**src/rtl/fft_top_mul_pkg.sv**
```systemverilog
// Shared defaults for the scaled multiplier: operand/result widths, shift and latency.
package fft_top_mul_pkg;

  localparam int A_W_DEF   = 22;
  localparam int B_W_DEF   = 15;
  localparam int SHIFT_DEF = 15;
  localparam int OUT_W_DEF = 22;
  localparam int PIPE_DEF  = 3;
  localparam int PIPE_MIN  = 3;

endpackage

```
**src/rtl/fft_top_round_sat.sv**
```systemverilog
// Round-half-to-even right shift of a wide signed value, then range check to OUT_W bits.
// Out-of-range handling: clamp when FFT_TOP_MUL_SAT_EN is defined, otherwise wrap.
module fft_top_round_sat #(
  parameter int IN_W  = 38,
  parameter int SHIFT = 15,
  parameter int OUT_W = 22
) (
  input  logic signed [IN_W-1:0]  val_i,
  output logic signed [OUT_W-1:0] res_o,
  output logic                    ovf_o
);

  // One spare bit above the shifted value so a rounding carry never wraps.
  localparam int Q_W = IN_W - SHIFT + 1;

  logic signed [Q_W-1:0] rnd;

  generate
    if (SHIFT == 0) begin : g_nornd
      assign rnd = {val_i[IN_W-1], val_i};
    end else begin : g_rnd
      localparam logic [SHIFT-1:0] HALF = SHIFT'(1) << (SHIFT - 1);
      logic signed [IN_W-SHIFT-1:0] q;
      logic        [SHIFT-1:0]      rem;
      logic                         up;
      assign q   = val_i[IN_W-1:SHIFT];
      assign rem = val_i[SHIFT-1:0];
      assign up  = (rem > HALF) || ((rem == HALF) && q[0]);
      assign rnd = {q[IN_W-SHIFT-1], q} + {{(Q_W-1){1'b0}}, up};
    end
  endgenerate

  function automatic logic out_of_range(input logic signed [Q_W-1:0] v);
    logic [Q_W-OUT_W:0] top;
    top = v[Q_W-1:OUT_W-1];
    return !((&top) || !(|top));
  endfunction

  assign ovf_o = out_of_range(rnd);

`ifdef FFT_TOP_MUL_SAT_EN
  function automatic logic signed [OUT_W-1:0] clamp(input logic signed [Q_W-1:0] v,
                                                    input logic o);
    if (!o)
      return v[OUT_W-1:0];
    else if (v[Q_W-1])
      return {1'b1, {(OUT_W-1){1'b0}}};
    else
      return {1'b0, {(OUT_W-1){1'b1}}};
  endfunction

  assign res_o = clamp(rnd, ovf_o);
`else
  assign res_o = rnd[OUT_W-1:0];
`endif

endmodule

```
**src/rtl/fft_top_mul_scale.sv**
```systemverilog
// Pipelined signed x unsigned multiply with rounded arithmetic shift and range limiting.
// Optional clamping of out-of-range results via FFT_TOP_MUL_SAT_EN (wrap when undefined).
module fft_top_mul_scale
  import fft_top_mul_pkg::*;
#(
  parameter int A_W   = A_W_DEF,
  parameter int B_W   = B_W_DEF,
  parameter int SHIFT = SHIFT_DEF,
  parameter int OUT_W = OUT_W_DEF,
  parameter int PIPE  = PIPE_DEF
) (
  input  logic                    clk,
  input  logic                    reset,
  input  logic                    ce,
  input  logic                    in_valid,
  input  logic signed [A_W-1:0]   din0,
  input  logic        [B_W-1:0]   din1,
  input  logic                    ovf_clr,
  output logic                    out_valid,
  output logic signed [OUT_W-1:0] dout,
  output logic                    ovf,
  output logic                    ovf_sticky
);

  localparam int FULL_W = A_W + B_W + 1;
  localparam int DLY    = PIPE - PIPE_MIN + 1;

  logic signed [A_W-1:0]    a_p1_q;
  logic        [B_W-1:0]    b_p1_q;
  logic                     vld_p1_q;
  logic signed [FULL_W-1:0] prod_p2_d;
  logic signed [FULL_W-1:0] prod_p2_q;
  logic                     vld_p2_q;
  logic signed [OUT_W-1:0]  rnd_p3_d;
  logic                     ovf_p3_d;

  logic signed [OUT_W-1:0]  dout_sr_d [DLY];
  logic signed [OUT_W-1:0]  dout_sr_q [DLY];
  logic                     ovf_sr_d  [DLY];
  logic                     ovf_sr_q  [DLY];
  logic                     vld_sr_d  [DLY];
  logic                     vld_sr_q  [DLY];
  logic                     sticky_d;
  logic                     sticky_q;

  // Stage 1: operand registers
  always_ff @(posedge clk) begin
    if (reset) begin
      a_p1_q   <= '0;
      b_p1_q   <= '0;
      vld_p1_q <= 1'b0;
    end else if (ce) begin
      a_p1_q   <= din0;
      b_p1_q   <= din1;
      vld_p1_q <= in_valid;
    end
  end

  // Stage 2: exact product, unsigned operand zero-extended into the signed domain
  assign prod_p2_d = FULL_W'(a_p1_q) * FULL_W'($signed({1'b0, b_p1_q}));

  always_ff @(posedge clk) begin
    if (reset) begin
      prod_p2_q <= '0;
      vld_p2_q  <= 1'b0;
    end else if (ce) begin
      prod_p2_q <= prod_p2_d;
      vld_p2_q  <= vld_p1_q;
    end
  end

  fft_top_round_sat #(
    .IN_W  (FULL_W),
    .SHIFT (SHIFT),
    .OUT_W (OUT_W)
  ) u_round_sat (
    .val_i (prod_p2_q),
    .res_o (rnd_p3_d),
    .ovf_o (ovf_p3_d)
  );

  // Stage 3 and optional trailing delay stages share one shift register
  assign dout_sr_d[0] = rnd_p3_d;
  assign ovf_sr_d[0]  = ovf_p3_d;
  assign vld_sr_d[0]  = vld_p2_q;

  generate
    for (genvar k = 1; k < DLY; k++) begin : g_dly
      assign dout_sr_d[k] = dout_sr_q[k-1];
      assign ovf_sr_d[k]  = ovf_sr_q[k-1];
      assign vld_sr_d[k]  = vld_sr_q[k-1];
    end
  endgenerate

  always_ff @(posedge clk) begin
    if (reset) begin
      for (int k = 0; k < DLY; k++) begin
        dout_sr_q[k] <= '0;
        ovf_sr_q[k]  <= 1'b0;
        vld_sr_q[k]  <= 1'b0;
      end
    end else if (ce) begin
      for (int k = 0; k < DLY; k++) begin
        dout_sr_q[k] <= dout_sr_d[k];
        ovf_sr_q[k]  <= ovf_sr_d[k];
        vld_sr_q[k]  <= vld_sr_d[k];
      end
    end
  end

  // Sticky sets on the same edge a valid overflowing result reaches the output; set beats clear.
  always_comb begin
    sticky_d = sticky_q;
    if (ce && vld_sr_d[DLY-1] && ovf_sr_d[DLY-1])
      sticky_d = 1'b1;
    else if (ovf_clr)
      sticky_d = 1'b0;
  end

  always_ff @(posedge clk) begin
    if (reset)
      sticky_q <= 1'b0;
    else
      sticky_q <= sticky_d;
  end

  assign out_valid  = vld_sr_q[DLY-1];
  assign dout       = dout_sr_q[DLY-1];
  assign ovf        = ovf_sr_q[DLY-1];
  assign ovf_sticky = sticky_q;

endmodule
```
**config.mk**
```make
export PLATFORM = sky130hd
export DESIGN_NAME = fft_top_mul_scale
export DESIGN_NICKNAME = d
export VERILOG_FILES = /design/src/rtl/fft_top_mul_pkg.sv /design/src/rtl/fft_top_round_sat.sv /design/src/rtl/fft_top_mul_scale.sv
export SDC_FILE = /design/constraint.sdc
export NUM_CORES = 1
export LEC_CHECK = 0
export ABC_AREA = 0
export CAP_MARGIN = 25
export CORE_UTILIZATION = 60
export DETAILED_ROUTE_END_ITERATION = 8
export PLACE_DENSITY = 0.79
export SYNTH_ARGS = -nofsm -noshare
export SYNTH_HDL_FRONTEND = slang
export SYNTH_SLANG_ARGS = --single-unit
```
**constraint.sdc**
```tcl
create_clock -name clk -period 11.3 [get_ports clk]
set_input_delay 1.13 -clock clk [delete_from_list [all_inputs] [get_ports clk]]
set_output_delay 1.13 -clock clk [all_outputs]
set_load 0.01 [all_outputs]
```
# Yosys cells after proc, flatten, opt, wreduce, memory -nomap -nowiden
# Memory sizes are Yosys's and may differ from the RTL's.
# Cells that the tools add are included.
# classes
reduce_logical	13
mux	13
multipliers	1
eq_ne	1
n_addsub	1
order_cmp	1
# op_table
operator	count
22-bit by 16-bit multiplier with 38-bit output	1
23-bit by 2-bit adder with 24-bit output	1
22-bit 2-to-1 mux	1
22-bit OR reduction	1
15-bit == test (second input constant)	1
15-bit greater-than comparator (second input constant)	1
1-bit 2-to-1 mux	12
1-bit logical AND	3
3-bit AND reduction	1
3-bit OR reduction	1
1-bit logical NOT	2
1-bit logical OR	2
2-bit nonzero test	1
1-bit OR reduction	2
# totals
reg_bits	78
elab_cells	39
ram_bits	24
memories	3
out_inout_bits	25
# mem_list
memory	words	word_bits	read_ports	rd_ports_with_merged_regs	write_ports	line	rtl
dout_sr_q	1	22	1	0	1	fft_top_mul_scale.sv:38	logic signed [OUT_W-1:0] dout_sr_q [DLY];
ovf_sr_q	1	1	1	0	1	fft_top_mul_scale.sv:40	logic ovf_sr_q [DLY];
vld_sr_q	1	1	1	0	1	fft_top_mul_scale.sv:42	logic vld_sr_q [DLY];

# Longest topological paths before layout
# logic_depth
word_depth	10
ltp_mapped	26
ltp_nobuf	24

# Hierarchy
# Synthesis repeated with hierarchy kept, for this count alone.
# unflattened
hier_cells	1765
hier_area_um2	16284.4
# by_module_without_submodules
module	area_each_um2	seq_area_each_um2	cells_each	n_inst
fft_top_mul_scale	15761.4	2282.2	1692	1
fft_top_round_sat	523.0	0.0	73	1

# Worst setup path after synthesis
# Ideal clock, no wire load.
# synth_path
kind	reg2reg
from	reg a_p1_q[21]
to	reg prod_p2_q[37]
path_slack_ps	5221
stages_incl_launch_ff	21
required_time_ps	11183
t_arrival_ps	5962
cell_sequence	dfxtp_1 -> clkbuf_1 -> nand2_1 -> fa_1 -> fa_1 -> inv_1 -> fa_1 -> fa_1 -> fa_1 -> inv_1 -> fa_1 -> inv_1 -> ha_1 -> and3_1 -> and3_1 -> nand3_1 -> o22ai_1 -> or2_1 -> o311ai_1 -> nand3_1 -> a32o_1
# synth_via
elab_chain_len	1
# synth_rtl
item	line	rtl
start, declared	fft_top_mul_scale.sv:28	logic signed [A_W-1:0] a_p1_q;
start signal, assigned	fft_top_mul_scale.sv:53	a_p1_q <= din0;
22-bit by 16-bit multiplier with 38-bit output	fft_top_mul_scale.sv:60	assign prod_p2_d = FULL_W'(a_p1_q) * FULL_W'($signed({1'b0, b_p1_q}));
end signal, assigned	fft_top_mul_scale.sv:67	prod_p2_q <= prod_p2_d;
end, declared	fft_top_mul_scale.sv:32	logic signed [FULL_W-1:0] prod_p2_q;
# Every way passes these cells.
# A chain may end at the register's enable or synchronous reset.

# Worst setup path after layout
# layout_path
from	reg b_p1_q[1]
to	reg prod_p2_q[36]
# layout_via
elab_chain_len	1
# layout_rtl
item	line	rtl
start, declared	fft_top_mul_scale.sv:29	logic [B_W-1:0] b_p1_q;
start signal, assigned	fft_top_mul_scale.sv:54	b_p1_q <= din1;
22-bit by 16-bit multiplier with 38-bit output	fft_top_mul_scale.sv:60	
# Every way passes these cells.

==> results.md <==
- CTS H-Tree Depth: 3
- Power per cell area: 78.6 mW/mm^2
- WHS: 0.471 ns
- PnR worst setup slack: 4.41 ns
- Post-Syn Nets: 2217
- DRT antenna net count: 0
- Count leader, synth: inv_1
- Maximum clock frequency: 145 MHz
- I/O Pins: 67
- Setup total negative slack: 0 ns
- Worst Path Max Fanout: 23
- Clock slew at reported path FFs: 0.08 ns
- Via density: 5.56
- Placed Area: 0.0170 mm^2
- Root Buffer: clkbuf_16
- Met2 usage: 51.3%
- CTS Hold Bufs: 0
- DIE AREA: 0.0275 mm^2
- Number of max-cap violations: 0
- Initial antenna violation count: 0
- Cells after synthesis: 1756
- # Post-CTS Setup Buffers: 0
- DRC Markers: 5
- CTS buffer count: 9
- Share of layout cells above drive strength 1: 2.43%
- Initial Util: 61.5%
- Largest cells by area after synthesis: fa_1, dfxtp_1, inv_1
- Synth warn: 0
- Core ar.: 0.0262 mm^2
- Nets: 2226
- M3 GR Usage: 3.98%
- Worst-Skew Late Latency: 0.36 ns
- Final core occ: 66.0%
- Post-route cell area: 0.0173 mm^2
- Num Clock Sinks: 102
- Crit path arrival time: 7.14 ns
- Least-Margin Pin Slew: 1.03 ns
- Final setup violation count: 0
- Placer Congestion: 0.878
- Synth unique cells: 66
- DR WL/cell: 17.2 um
- Seq cells post-synth: 102
- P&R area growth vs syn: 7.26%
- CP endpoint kind: flop
- CP startpoint kind: flop
- Final hold violations: 0
- Cell Rows: 59
- Skew final: 0.00952 ns
- CTS tree: yes
- Vias: 11696
- Maximum number of pins on one net before global-route repair: 62
- CTS Buffer Depth: 2
- Drt pass-1 iters: 7
- Pre-CTS worst setup slack: 4.46 ns
- Top Usage Layer GRT: met2
- Vias in the first global route: 13133
- Detailed Place HPWL: 28.8 mm
- Yosys top cell by area: fa_1
- Met1 Use GR: 34.7%
- Port buffer count: 66
- Die span in x: 166 um
- CP peak stage delay: 0.88 ns
- # fillers: 2078
- Critical path class: flop to flop
- Die Y: 166 um
- Mapped Area: 0.0161 mm^2
- Outcome: finished, violations left
- First-pass GRT wire length: 63.0 mm
- Iteration-0 DRC Markers: 699
- Synthesized area per cell: 9.18 um^2
- Max VDD drop: 0.0701 mV
- LEAKAGE: 0.00827 uW
- Pins Over Slew Limit: 0
- FFs w/ async S/R, synth: 0%
- Synth Flop Type: dfxtp_1
- Hold Path Class: flop to flop
- Seq/Total Area, Yosys: 14.2%
- Critical path's slowest cell: dfxtp_1
- GRT overflow: 0
- Tot GR Track Use: 28.8%
- RSZ-0062 raised after global routing: no
- Crit path required time: 11.54 ns
- Cell mode on critical path: fa_1
- WL final: 36.3 mm
- CTS resizes: 0
- Worst relative slew slack: 31.5%
- Violated checks: design-rule violations
- EDFF count, synth: 24
- Synth top area share: 40.2%
- Tcrit/Tclk final: 61.0%
- Antenna diodes: 0
- Minimum clock period: 6.89 ns
- Most frequent cells after synthesis: inv_1, fa_1, nand2_1, and2_1, ha_1
- Crit-path cells: nand2_1, fa_1, fa_1, inv_1, fa_1, fa_1, fa_1, inv_1, fa_1, inv_1, ha_1, nand3_1, or3_1, a211oi_2, nand3b_1, a31oi_2, a211oi_2, xnor2_1, o21ai_1
## per-layer routing
layer,vias up,wire length (um)
li1,5289,-
met1,5927,14500
met2,360,18700
met3,120,1730
met4,0,1450
met5,-,0
## per-stage QoR
stage	cells	power [uW]
CTS	2105	1370
floorplan	1756	861
detailed placement	2089	1020
finish	2105	1360
global route	2105	1460
global placement	2089	1010
## layout make-up
cell class	count	area (um^2)	share of cell area, %
sequential	102	2280	13.2
clock buffer	11	275	1.59
timing repair buffer	74	713	4.12
tap	335	419	2.42
multi-input combinational	1197	12100	70.1
clock inverter	5	56.3	0.325
inverter	381	1430	8.27
## cells in the final DEF, fill, tap and decap left out, drive strengths merged, types with 4 or more instances in the layout
| master | n |
|---|---|
| o21bai | 8 |
| dfxtp | 78 |
| and3 | 9 |
| o21a | 5 |
| ha | 95 |
| a31oi | 4 |
| nand2 | 235 |
| clkbuf | 11 |
| edfxtp | 24 |
| buf | 10 |
| nand3 | 18 |
| and2 | 140 |
| nand4 | 6 |
| or3 | 7 |
| fa | 324 |
| inv | 384 |
| nor3 | 9 |
| a21o | 12 |
| xor2 | 21 |
| a211oi | 5 |
| mux2i | 54 |
| a21oi | 38 |
| nor2b | 4 |
| o21ai | 41 |
| nor2 | 87 |
| clkdlybuf4s50 | 64 |
| nand2b | 4 |
| xnor2 | 34 |
## worst max-delay path: cells and delay by family (launching register included)
family	cells	cell delay, ns
adder cells (fa/ha/maj)	7	3.65
AND/OR/NAND/NOR	4	0.96
buffers and inverters	3	0.39
flip-flops	1	0.88
XOR/XNOR	1	0.15
AO/OA/AOI/OAI	4	0.73
## final timing paths
kind	start	end	slack [ns]	depth (start not counted)
setup / recovery	b_p1_q[1]	prod_p2_q[36]	4.41	19
hold / removal	prod_p2_q[10]	prod_p2_q[10]	0.47	2
hold reg to reg	prod_p2_q[10]	prod_p2_q[10]	0.47	2
setup reg to reg	b_p1_q[1]	prod_p2_q[36]	4.41	19
## sequential cells by signal (all words and copies together), names as in the netlist
name,count
prod_p2_q,38
a_p1_q,22
dout_sr_q,22
b_p1_q,15
ovf_sr_q,1
ovf_sticky,1
vld_p1_q,1
vld_p2_q,1
vld_sr_q,1
## kinds of logic after synthesis
logic type | after synthesis | share of synthesized area [%]
simple gates | 535 | 15.9
fa+ha+maj | 419 | 47.6
compound gates | 133 | 5.26
flops | 102 | 14.2
xor+xnor | 55 | 2.99
buf+inv | 457 | 10.7
mux | 55 | 3.42
## report_power, final
group | internal [uW] | switching (uW)
clock | 183 | 158
sequential | 409 | 68.3
combinational | 236 | 306
total | 828 | 532
(Power assumes the default switching activity.)
